**src/rtl/seg7_pkg.sv**
```systemverilog
// Shared types and constants for the hex-to-7-segment display writer.
// Segment bit order is {g,f,e,d,c,b,a}; a 1 means the segment is lit.
package seg7_pkg;

    typedef enum logic [1:0] {
        S_IDLE,
        S_WRITE,
        S_FINISH
    } state_t;

    localparam logic [6:0] SEG7_BLANK = 7'h00;

    // Entry n is the pattern for hex digit n (entry 0 is the rightmost slice)
    localparam logic [15:0][6:0] SEG7_TABLE = {
        7'h71, 7'h79, 7'h5E, 7'h39,
        7'h7C, 7'h77, 7'h6F, 7'h7F,
        7'h07, 7'h7D, 7'h6D, 7'h66,
        7'h4F, 7'h5B, 7'h06, 7'h3F
    };

endpackage

```
**src/rtl/hex7seg_enc.sv**
```systemverilog
// Combinational hex nibble to 7-segment pattern decoder.
// Pure table lookup; active-high segments.
module hex7seg_enc
    import seg7_pkg::*;
(
    input  logic [3:0] i_hex,
    output logic [6:0] o_seg
);

    assign o_seg = SEG7_TABLE[i_hex];

endmodule

```
**src/rtl/hex_seg7_writer.sv**
```systemverilog
// Writes NDIGITS decoded hex digits into a display register bank,
// one register per cycle, with optional leading-zero blanking.
module hex_seg7_writer
    import seg7_pkg::*;
#(
    parameter int NDIGITS = 6
) (
    input  logic                   Clock,
    input  logic                   Resetn,
    input  logic                   Start,
    input  logic [4*NDIGITS-1:0]   Value,
    input  logic                   Blank,
    output logic [6:0]             Data,
    output logic [2:0]             Addr,
    output logic                   Sel,
    output logic                   Busy,
    output logic                   Done
);

    localparam int         VW   = 4 * NDIGITS;
    localparam logic [2:0] LAST = 3'(NDIGITS - 1);

    state_t          r_state;
    logic [2:0]      r_cnt;
    logic [VW-1:0]   r_val;
    logic            r_blank;
    logic [6:0]      r_data;
    logic [2:0]      r_addr;
    logic            r_sel;
    logic            r_busy;
    logic            r_done;

    state_t          w_state_n;
    logic [2:0]      w_cnt_n;
    logic [VW-1:0]   w_val_n;
    logic            w_blank_n;
    logic [3:0]      w_digit;
    logic [2:0]      w_msd;
    logic            w_blk;
    logic [6:0]      w_seg;
    logic            w_wr_n;

    // Next-state logic: latch on Start in IDLE, step the digit counter in WRITE
    always_comb begin
        w_state_n = r_state;
        w_cnt_n   = r_cnt;
        w_val_n   = r_val;
        w_blank_n = r_blank;
        unique case (r_state)
            S_IDLE: begin
                if (Start) begin
                    w_state_n = S_WRITE;
                    w_cnt_n   = 3'd0;
                    w_val_n   = Value;
                    w_blank_n = Blank;
                end
            end
            S_WRITE: begin
                if (r_cnt == LAST) begin
                    w_state_n = S_FINISH;
                    w_cnt_n   = 3'd0;
                end else begin
                    w_cnt_n = r_cnt + 3'd1;
                end
            end
            S_FINISH: begin
                w_state_n = S_IDLE;
            end
            default: begin
                w_state_n = S_IDLE;
            end
        endcase
    end

    // Select the digit being written next and find the leading nonzero digit
    always_comb begin
        w_digit = 4'h0;
        w_msd   = 3'd0;
        for (int i = 0; i < NDIGITS; i++) begin
            if (w_cnt_n == 3'(i)) begin
                w_digit = w_val_n[4*i +: 4];
            end
            if (w_val_n[4*i +: 4] != 4'h0) begin
                w_msd = 3'(i);
            end
        end
    end

    assign w_blk  = w_blank_n && (w_cnt_n > w_msd);
    assign w_wr_n = (w_state_n == S_WRITE);

    hex7seg_enc u_enc (
        .i_hex (w_digit),
        .o_seg (w_seg)
    );

    // FSM state, digit counter and latched transaction operands
    always_ff @(posedge Clock) begin
        if (!Resetn) begin
            r_state <= S_IDLE;
            r_cnt   <= 3'd0;
            r_val   <= '0;
            r_blank <= 1'b0;
        end else begin
            r_state <= w_state_n;
            r_cnt   <= w_cnt_n;
            r_val   <= w_val_n;
            r_blank <= w_blank_n;
        end
    end

    // Registered outputs computed from the upcoming state
    always_ff @(posedge Clock) begin
        if (!Resetn) begin
            r_data <= 7'h00;
            r_addr <= 3'd0;
            r_sel  <= 1'b0;
            r_busy <= 1'b0;
            r_done <= 1'b0;
        end else begin
            r_sel  <= w_wr_n;
            r_addr <= w_wr_n ? w_cnt_n : 3'd0;
            r_data <= !w_wr_n ? 7'h00 : (w_blk ? SEG7_BLANK : w_seg);
            r_busy <= (w_state_n != S_IDLE);
            r_done <= (w_state_n == S_FINISH);
        end
    end

    assign Data = r_data;
    assign Addr = r_addr;
    assign Sel  = r_sel;
    assign Busy = r_busy;
    assign Done = r_done;

endmodule

```
**config.mk**
```make
export PLATFORM = sky130hd
export DESIGN_NAME = hex_seg7_writer
export DESIGN_NICKNAME = d
export VERILOG_FILES = /design/src/rtl/seg7_pkg.sv /design/src/rtl/hex7seg_enc.sv /design/src/rtl/hex_seg7_writer.sv
export SDC_FILE = /design/constraint.sdc
export NUM_CORES = 1
export LEC_CHECK = 0
export BUFFER_PORTS_ARGS = -buffer_cell sky130_fd_sc_hd__buf_2
export CORE_AREA = 4 4 94 96
export CTS_CLUSTER_SIZE = 14
export DETAILED_ROUTE_END_ITERATION = 8
export DIE_AREA = 0 0 98 100
export PLACE_DENSITY = 0.46
export SLEW_MARGIN = 20
export SYNTH_ARGS = -nofsm -noshare
export SYNTH_HDL_FRONTEND = slang
export SYNTH_SLANG_ARGS = --single-unit
export TNS_END_PERCENT = 100
```
**constraint.sdc**
```tcl
create_clock -name Clock -period 8.1 [get_ports Clock]
set_input_delay 1.62 -clock Clock [delete_from_list [all_inputs] [get_ports Clock]]
set_output_delay 1.62 -clock Clock [all_outputs]
set_load 0.005 [all_outputs]
```
# After elaboration in Yosys (flattened, before gate mapping)
# Memories as Yosys holds them, arrays and structs flattened. A register that Yosys moved wholly into a read port is not among the register bits.
# Index checks and enable logic that the tools add are counted.
dict set report totals {
  in_bits 28
  n_memories 1
  out_inout_bits 13
  wordCells 54
  romBits 112
  ff_bits 36
}
dict set report classes {
  reduce_logical 11
  addsub 1
  n_lt_le_gt_ge 1
  bitwise_logic 2
  eq_ne 9
  mux 21
}
# memory depth width read_ports rd_ports_with_merged_regs wr line_no
set memory_table {}
lappend memory_table {{(name not given)} 16 7 1 1 0 hex7seg_enc.sv:10} ;# assign o_seg = SEG7_TABLE[i_hex];
# op count
set op_table {}
lappend op_table {{$mux 24} 2}
lappend op_table {{$mux 4} 6}
lappend op_table {{$reduce_bool 4->1} 5}
lappend op_table {{$mux 3} 6}
lappend op_table {{$eq 3x3->1 const B} 3}
lappend op_table {{$eq 3x2->1 const B} 2}
lappend op_table {{$pmux 3 s2} 1}
lappend op_table {{$eq 2x1->1 const B} 2}
lappend op_table {{$mux 2} 2}
lappend op_table {{$pmux 2 s2} 1}
lappend op_table {{$add 3x1->3 const B} 1}
lappend op_table {{$eq 3x1->1 const B} 1}
lappend op_table {{$gt 3x3->1} 1}
lappend op_table {{$logic_not 3->1} 1}
lappend op_table {{$mux 1} 3}
lappend op_table {{$reduce_or 3->1} 1}
lappend op_table {{$eq 2x2->1 const B} 1}
lappend op_table {{$logic_not 2->1} 1}
lappend op_table {{$not 1->1} 2}
lappend op_table {{$reduce_and 2->1} 1}
lappend op_table {{$reduce_bool 2->1} 1}
lappend op_table {{$logic_and 1x1->1} 1}

# Depth between registers and ports, before layout
# Gate-level depths: netlist of run 1.
dict set report depth {
  word_depth 11
  mapped_depth 19
  ltp_nobuf 15
}

# By module
# A second synthesis of run 1 with hierarchy kept.
dict set report hier_totals {
  hier_cells 243
  hier_area_um2 2269.7
}
# mod cells_each seq_area_each_um2 instances area_each_um2
set by_module_without_submodules {}
lappend by_module_without_submodules {hex_seg7_writer 210 860.8 1 1981.9}
lappend by_module_without_submodules {hex7seg_enc 33 0.0 1 287.8}

# Least setup slack after synthesis of run 1
# No wires, ideal clock.
dict set report synth_path {
  kind {in2reg}
  startpoint {input Start}
  endpoint {register r_data[0], in the netlist Data[0]}
  arrival_time_ps 4524
  path_slack_ps 3497
  n_path_buf 4
  cell_stages 16
  path_cell_list {nor3b_4 buf_6 buf_6 buf_2 mux2i_1 nand4_1 nor2_1 o21ai_0 ha_1 nor2b_1 o21a_1 o21ai_0 o21ai_0 clkbuf_1 or3_1 o211ai_1}
}
dict set report synth_between {
  elab_chain_len 11
  elab_cells_between_ends 35
  classes_between {order compare: 1; eq/ne: 6; mux: 19; bitwise: 1; reduce/logical: 8}
}
# element line_no
set synth_lines {}
lappend synth_lines {{from (decl)} hex_seg7_writer.sv:10} ;# input logic Start,
lappend synth_lines {{$mux 24} hex_seg7_writer.sv:51} ;# if (Start) begin
lappend synth_lines {{$mux 24} hex_seg7_writer.sv:49} ;# unique case (r_state)
lappend synth_lines {{$reduce_bool 4->1} hex_seg7_writer.sv:83} ;# if (w_val_n[4*i +: 4] != 4'h0) begin
lappend synth_lines {{$mux 1} hex_seg7_writer.sv:83}
lappend synth_lines {{$mux 3 (4 in series)} hex_seg7_writer.sv:83}
lappend synth_lines {{$gt 3x3->1} hex_seg7_writer.sv:89} ;# assign w_blk = w_blank_n && (w_cnt_n > w_msd);
lappend synth_lines {{$logic_and 1x1->1} hex_seg7_writer.sv:89}
lappend synth_lines {{$reduce_or 3->1 (no source line)} --}
lappend synth_lines {{to (decl)} hex_seg7_writer.sv:27} ;# logic [6:0] r_data;
# Several ways; a longest one is shown, not always the timed one.
# A chain may end at the register's enable or synchronous reset.

# Worst setup path in the final report of run 1
dict set report layout_path {
  startpoint {input Start}
  endpoint {register r_data[3], in the netlist Data[3]}
}
# Same word-level chain as after synthesis.

==> results of run 1 <==
worst max path at each step:
stage | from | cells past startpoint | slack [ps] | to
2_1_floorplan | Start | 16 | 3500 | Data[0]
3_3_place_gp | Start | 15 | 2820 | Data[0]
3_5_place_dp | Start | 15 | 2780 | Data[0]
4_1_cts | Start | 15 | 3100 | Data[0]
5_1_grt | Start | 15 | 3040 | Data[0]
6_report | Start | 14 | 3380 | Data[3]
power by group:
| group | internal (mW) | total, mW | switching, mW |
|---|---|---|---|
| Clock | 0.123 | 0.199 | 0.0761 |
| Sequential | 0.226 | 0.233 | 0.00643 |
| Combinational | 0.0497 | 0.116 | 0.0665 |
| Total | 0.399 | 0.548 | 0.149 |
routing by layer:
layer | up-vias | wire length, um | GRT usage, %
met2 | 45 | 2620 | 19.5
met1 | 878 | 2810 | 15.8
met4 | 0 | 38 | 3.19
met3 | 4 | 283 | 3.13
li1 | 940 | - | -
met5 | - | 0 | 0
final cells by class:
| cell class | count | area (sq um) | area share [%] |
|---|---|---|---|
| repair buffers | 41 | 208 | 7.58 |
| clock inverters | 2 | 60.1 | 2.19 |
| multi-input cells | 175 | 1380 | 50.3 |
| flip-flops and latches | 43 | 861 | 31.4 |
| well taps | 105 | 131 | 4.80 |
| inverters | 8 | 30.0 | 1.10 |
| clock buffers | 6 | 72.6 | 2.65 |
kinds of logic after synthesis:
logic type | count (synthesis) | synth area share (%)
muxes | 27 | 12.1
xor gates and xnor gates | 2 | 1.55
buffers and inverters | 21 | 4.74
AOI/OAI and AO/OA | 43 | 15.3
adders and majority gates | 10 | 5.33
and+or+nand+nor | 93 | 24.3
DFF | 43 | 36.7
worst min-delay path, delay by kind of cell, from the launching register on:
kind	cells	cell delay (ps)
and+or+nand+nor	1	110
DFF	1	310
muxes	1	80
registers in the layout (all words and copies together) (netlist names):
register  flops
r_val        24
Data          7
Addr          3
r_cnt         3
r_state       2
Busy          1
Done          1
Sel           1
r_blank       1
synth_stat cells, drive strengths merged, types with 2 or more instances:
library cell	count	area share, %
nand3	7	1.5
mux2i	25	11
buf	7	2.5
clkbuf	6	0.96
nand2	12	1.9
a21oi	5	1.2
dfxtp	43	37
and2	8	2.1
a31oi	3	0.80
o21bai	2	0.80
or3	3	0.80
o21ai	8	1.9
ha	10	5.3
nor3	9	1.9
a211oi	5	1.6
inv	7	1.1
and4	2	0.75
and3	2	0.53
nor2b	27	7.3
nor2	7	1.4
o211ai	2	0.64
o32ai	3	1.1
nor3b	4	2.0
xnor2	2	1.5
a311oi	2	0.75
nand4	4	1.1
==> out/qor.csv, run 1 <==
stage;metric;value;unit
pwr;Tot Pwr;548;uW
detailed_routing;Wirelength per Cell;15.1;um
place;dpl cell area;2610;sq um
cells_and_area;fin util;34.0;%
floorplan;Die Ht;100;um
sta;RSZ-0062 raised after global routing;no;
pwr;Pwr Density;200;nW/um^2
worst_setup_path;Reg-to-Reg End;Data[3];
worst_setup_path;Worst path slowest cell;or4b_1;
cells_and_area;most frequent cells in the layout;dfxtp_1, buf_2, nor2b_1;
yosys;post-synthesis cell area;2350;sq um
sta;max-slew violations;0;
cells_and_area;commonest non-fill, non-tap cell in the layout;dfxtp_1;
worst_setup_path;Largest stage delay, worst path;580;ps
worst_setup_path;RR Startpoint;r_state[0];
yosys;syn_area_per_cell;9.83;sq um
detailed_routing;antenna viol nets, final;0;
worst_setup_path;CP Max Fanout;31;
sta;final worst slack;3380;ps
clock_tree;TritonCTS sink count;43;
worst_setup_path;sum of buffers and inverters on the critical path;2;
global_route;vias in the first global route;1832;
place;DP Cell Count;372;
cells_and_area;n_diodes;0;
yosys;Async S/R FF share, synth;0;%
yosys;Syn Inst Count;239;
detailed_routing;drt total wl;5750;um
clock_tree;H-tree levels;2;
detailed_routing;DR pass1 iterations;4;
sta;final setup violation count;0;
cells_and_area;fraction of layout cells with a size suffix above 1;24.0;%
sta;worst hold margin;536;ps
yosys;Yosys warnings;0;
global_route;total grt overflow;0;
worst_setup_path;Setup CP Type;input port to flop;
cells_and_area;Post-Layout Cell Count;380;
floorplan;top-level I/O count;41;
yosys;synthesized flop and latch total;43;
yosys;syn nets;277;
pwr;Static Leak;1.10;nW
place;pre-CTS setup slack;2780;ps
floorplan;Core ar.;8050;sq um
sta;setup TNS;0;ps
worst_setup_path;crit-path cells;buf_2 -> nor3b_4 -> buf_4 -> mux2i_1 -> nand4_1 -> nor2_1 -> o21ai_0 -> ha_1 -> nor2b_1 -> o21a_1 -> o21ai_0 -> o21ai_1 -> or4b_1 -> nand3_1;
sta;min Tclk post-route;4720;ps
clock_tree;# hold bufs at CTS;0;
worst_setup_path;crit end category;flop;
run_status;status;complete, no violations;
worst_setup_path;most frequent CP cell;o21ai_0;
global_route;largest net degree at the start of global routing;32;
sta;headroom to the max-slew limit;38.4;%
worst_setup_path;Top delay family on crit path;simple AND/OR/NAND/NOR gates;
floorplan;Initial Util;29.2;%
floorplan;Die Width;98;um
detailed_routing;post-DR vias/cell;4.91;
place;Port Buffers;40;
yosys;sequential-to-total area share from yosys stat;36.7;%
min_path;HP Start;r_blank;
clock_tree;CTS buffer count;5;
min_path;Worst Hold Endpoint;r_blank;
cells_and_area;Filler Cell Count;846;
sta;Max Fclk;212;MHz
worst_setup_path;Crit path required time;8340;ps
place;Final GP Congestion;0.811;
worst_setup_path;Worst R2R Setup Slack;4350;ps
yosys;Yosys cell types;62;
cells_and_area;Design Area, Final;2740;sq um
worst_setup_path;worst r2r path cells;13;
clock_tree;CTS tree;built;
worst_setup_path;Arrival @ worst endpoint;4960;ps
clock_tree;post-CTS sizing;0;
detailed_routing;vias;1867;
min_path;Worst Hold Class;flop to flop;
global_route;global-route wire length before repair;9360;um
sta;Final Hold Viols;0;
sta;worst-margin pin slew;925;ps
detailed_routing;final routed DRC violation total;0;
clock_tree;Worst-path clk slew;80;ps
sta;period utilisation layout;58.3;%
clock_tree;worst-case clock buffer depth;2;
clock_tree;Clock Tree Root;clkbuf_8;
clock_tree;Skew-Pair Late Insertion Delay;300;ps
yosys;dominant synthesized flop cell;dfxtp_1;
floorplan;die area;9800;sq um
yosys;Post-synth EDFFs;0;
floorplan;row count;33;
detailed_routing;drt initial violations;72;
pwr;peak supply drop;0.0853;mV
cells_and_area;Layout area overhead;16.6;%
sta;Clock Skews;9.68;ps
cells_and_area;# nets final;312;
min_path;cell depth of the worst hold path;2;
run;max cap viols;0;
clock_tree;total setup buffers inserted after CTS;0;
place;DP HPWL;4360;um
global_route;initial antenna violation count;0;
worst_setup_path;CP Launch Type;input port;
global_route;GRT Util Overall;12.0;%
No activity file was read; power rests on OpenSTA's default activity.
==> inputs of run 2 (changes only) <==
--- a/config.mk
+++ b/config.mk
@@ -10,7 +10,7 @@
 export CTS_CLUSTER_SIZE = 14
 export DETAILED_ROUTE_END_ITERATION = 8
 export DIE_AREA = 0 0 98 100
-export PLACE_DENSITY = 0.46
+export PLACE_DENSITY = 0.48
 export SLEW_MARGIN = 20
 export SYNTH_ARGS = -nofsm -noshare
 export SYNTH_HDL_FRONTEND = slang
==> constraint.sdc (replaced) <==
create_clock -name Clock -period 3.8 [get_ports Clock]
set_input_delay 0.76 -clock Clock [delete_from_list [all_inputs] [get_ports Clock]]
set_output_delay 0.76 -clock Clock [all_outputs]
set_load 0.005 [all_outputs]
==> run 2 against run 1 <==
  * Count of clock-buffer cells in the layout is 2 higher
  * Cell count up 5.8%
  * Flip-flop and latch count unchanged
  * Final area is 5.3% higher
  * Global-route usage grew 0.76 points
  * Die area is the same
  * Worst hold slack improved by 4.9 ps
  * Clock power is 61% higher
  * Non-clock buffer count increased by 22
  * Power is 100% higher
  * Worst setup slack worse by 2900 ps
  * Core utilization rose by 1.8 points
==> out/qor.csv, run 2 (synthesis gave the netlist of run 1 again) <==
stage;metric;value;unit;change
floorplan;Initial Util;29.2;%;unchanged
worst_setup_path;Crit path required time;4040;ps;-4300 ps
clock_tree;# hold bufs at CTS;0;;unchanged
worst_setup_path;crit-path cells;buf_2 -> nor3b_4 -> buf_12 -> mux2i_1 -> o211ai_1 -> a41oi_1 -> nor2_1 -> o21bai_1 -> ha_1 -> nor2b_1 -> o21a_1 -> o21ai_0 -> o21ai_1 -> or4b_1 -> nand3_1;;
place;pre-CTS setup slack;-11.0;ps;-2790 ps
clock_tree;total setup buffers inserted after CTS;0;;unchanged
worst_setup_path;Top delay family on crit path;compound AO/OA/AOI/OAI gates;;
cells_and_area;n_diodes;0;;unchanged
pwr;Pwr Density;380;nW/um^2;+90%
run;max cap viols;0;;unchanged
global_route;initial antenna violation count;0;;unchanged
cells_and_area;fraction of layout cells with a size suffix above 1;29.6;%;+5.6 points
detailed_routing;final routed DRC violation total;0;;unchanged
min_path;Worst Hold Class;flop to flop;;
detailed_routing;drt total wl;6040;um;+5.0%
cells_and_area;# nets final;334;;+7.1%
sta;Clock Skews;3.26;ps;-6.42 ps
clock_tree;CTS buffer count;5;;unchanged
sta;period utilisation layout;88.5;%;
worst_setup_path;Largest stage delay, worst path;550;ps;-30 ps
worst_setup_path;Setup CP Type;input port to flop;;
detailed_routing;antenna viol nets, final;0;;unchanged
cells_and_area;most frequent cells in the layout;dfxtp_1, buf_2, nor2b_1;;
worst_setup_path;CP Launch Type;input port;;
detailed_routing;post-DR vias/cell;4.73;;-3.8%
worst_setup_path;sum of buffers and inverters on the critical path;2;;unchanged
run_status;status;complete, no violations;;
clock_tree;TritonCTS sink count;43;;unchanged
sta;final worst slack;438;ps;-2940 ps
cells_and_area;Reg with most FFs;r_val;;
cells_and_area;max FFs per register;24;;unchanged
pwr;Static Leak;1.19;nW;+8.4%
worst_setup_path;Worst path slowest cell;or4b_1;;
floorplan;row count;33;;unchanged
clock_tree;CTS tree;built;;
clock_tree;worst-case clock buffer depth;2;;unchanged
place;Final GP Congestion;0.829;;+2.3%
sta;worst-margin pin slew;513;ps;-412 ps
sta;RSZ-0062 raised after global routing;no;;
worst_setup_path;CP Max Fanout;17;;-45%
floorplan;Die Width;98;um;unchanged
sta;Final Hold Viols;0;;unchanged
global_route;total grt overflow;0;;unchanged
sta;Max Fclk;297;MHz;
floorplan;top-level I/O count;41;;unchanged
place;DP HPWL;4710;um;+8.1%
detailed_routing;vias;1900;;+1.8%
global_route;GRT Util Overall;12.7;%;+0.76 points
sta;headroom to the max-slew limit;65.8;%;+27 points
worst_setup_path;crit end category;flop;;
global_route;global-route wire length before repair;9830;um;+5.1%
pwr;peak supply drop;0.159;mV;+86%
floorplan;Core ar.;8050;sq um;unchanged
detailed_routing;drt initial violations;97;;+35%
pwr;Tot Pwr;1.10;mW;+100%
min_path;HP Start;r_val[1];;
place;Port Buffers;40;;unchanged
clock_tree;H-tree levels;2;;unchanged
worst_setup_path;RR Startpoint;r_state[1];;
detailed_routing;DR pass1 iterations;4;;unchanged
clock_tree;Skew-Pair Late Insertion Delay;290;ps;about the same
clock_tree;Worst-path clk slew;80;ps;about the same
detailed_routing;Wirelength per Cell;15.0;um;-0.76%
cells_and_area;commonest non-fill, non-tap cell in the layout;dfxtp_1;;
place;DP Cell Count;394;;+5.9%
floorplan;Die Ht;100;um;unchanged
clock_tree;Clock Tree Root;clkbuf_8;;
floorplan;die area;9800;sq um;unchanged
sta;min Tclk post-route;3360;ps;
cells_and_area;Post-Layout Cell Count;402;;+5.8%
worst_setup_path;Arrival @ worst endpoint;3600;ps;-1360 ps
sta;max-slew violations;0;;unchanged
global_route;largest net degree at the start of global routing;32;;unchanged
global_route;vias in the first global route;1917;;+4.6%
cells_and_area;Layout area overhead;22.8;%;
sta;final setup violation count;0;;unchanged
clock_tree;post-CTS sizing;0;;unchanged
worst_setup_path;CP startpoint;Start;;
run 2: path summary, 6_finish.rpt:
kind	to	slack (ps)	cells past startpoint
max	Data[3]	440	15
min	r_val[1]	540	2
max reg2reg	Data[3]	520	14
min reg2reg	r_val[1]	540	2
run 2: per-stage QoR:
step	util, %	TNS [ps]	area [sq um]	hold WS, ps
after floorplan	-	0	2350	474
after global placement	34.6	-4.53	2780	523
after detailed placement	34.6	-11.0	2780	527
after CTS	35.8	0	2880	554
after global routing	35.8	0	2880	589
final	35.8	0	2880	541
run 2: report_power, final:
| group | internal [mW] | switching, mW |
|---|---|---|
| Clock | 0.166 | 0.155 |
| Sequential | 0.483 | 0.0116 |
| Combinational | 0.132 | 0.150 |
run 2: worst min-delay path: cells and delay by family (launching register included):
family / cells / cell delay [ps]
flip-flops: 1 / 310
AND/OR/NAND/NOR: 1 / 110
multiplexers: 1 / 80
run 2: area by class of cell:
type	count	area [sq um]
Clock buffer	8	100
Fill cell	861	5170
Inverter	8	30.0
Multi-Input combinational cell	175	1380
Sequential cell	43	861
Tap cell	105	131
Timing Repair Buffer	63	385
run 2: routing by layer:
layer	GRT usage (%)	vias up	wire length (um)
li1	-	989	-
met1	17.1	869	3000
met2	20.7	38	2770
met3	2.36	4	210
met4	4.15	0	54
met5	0	-	0
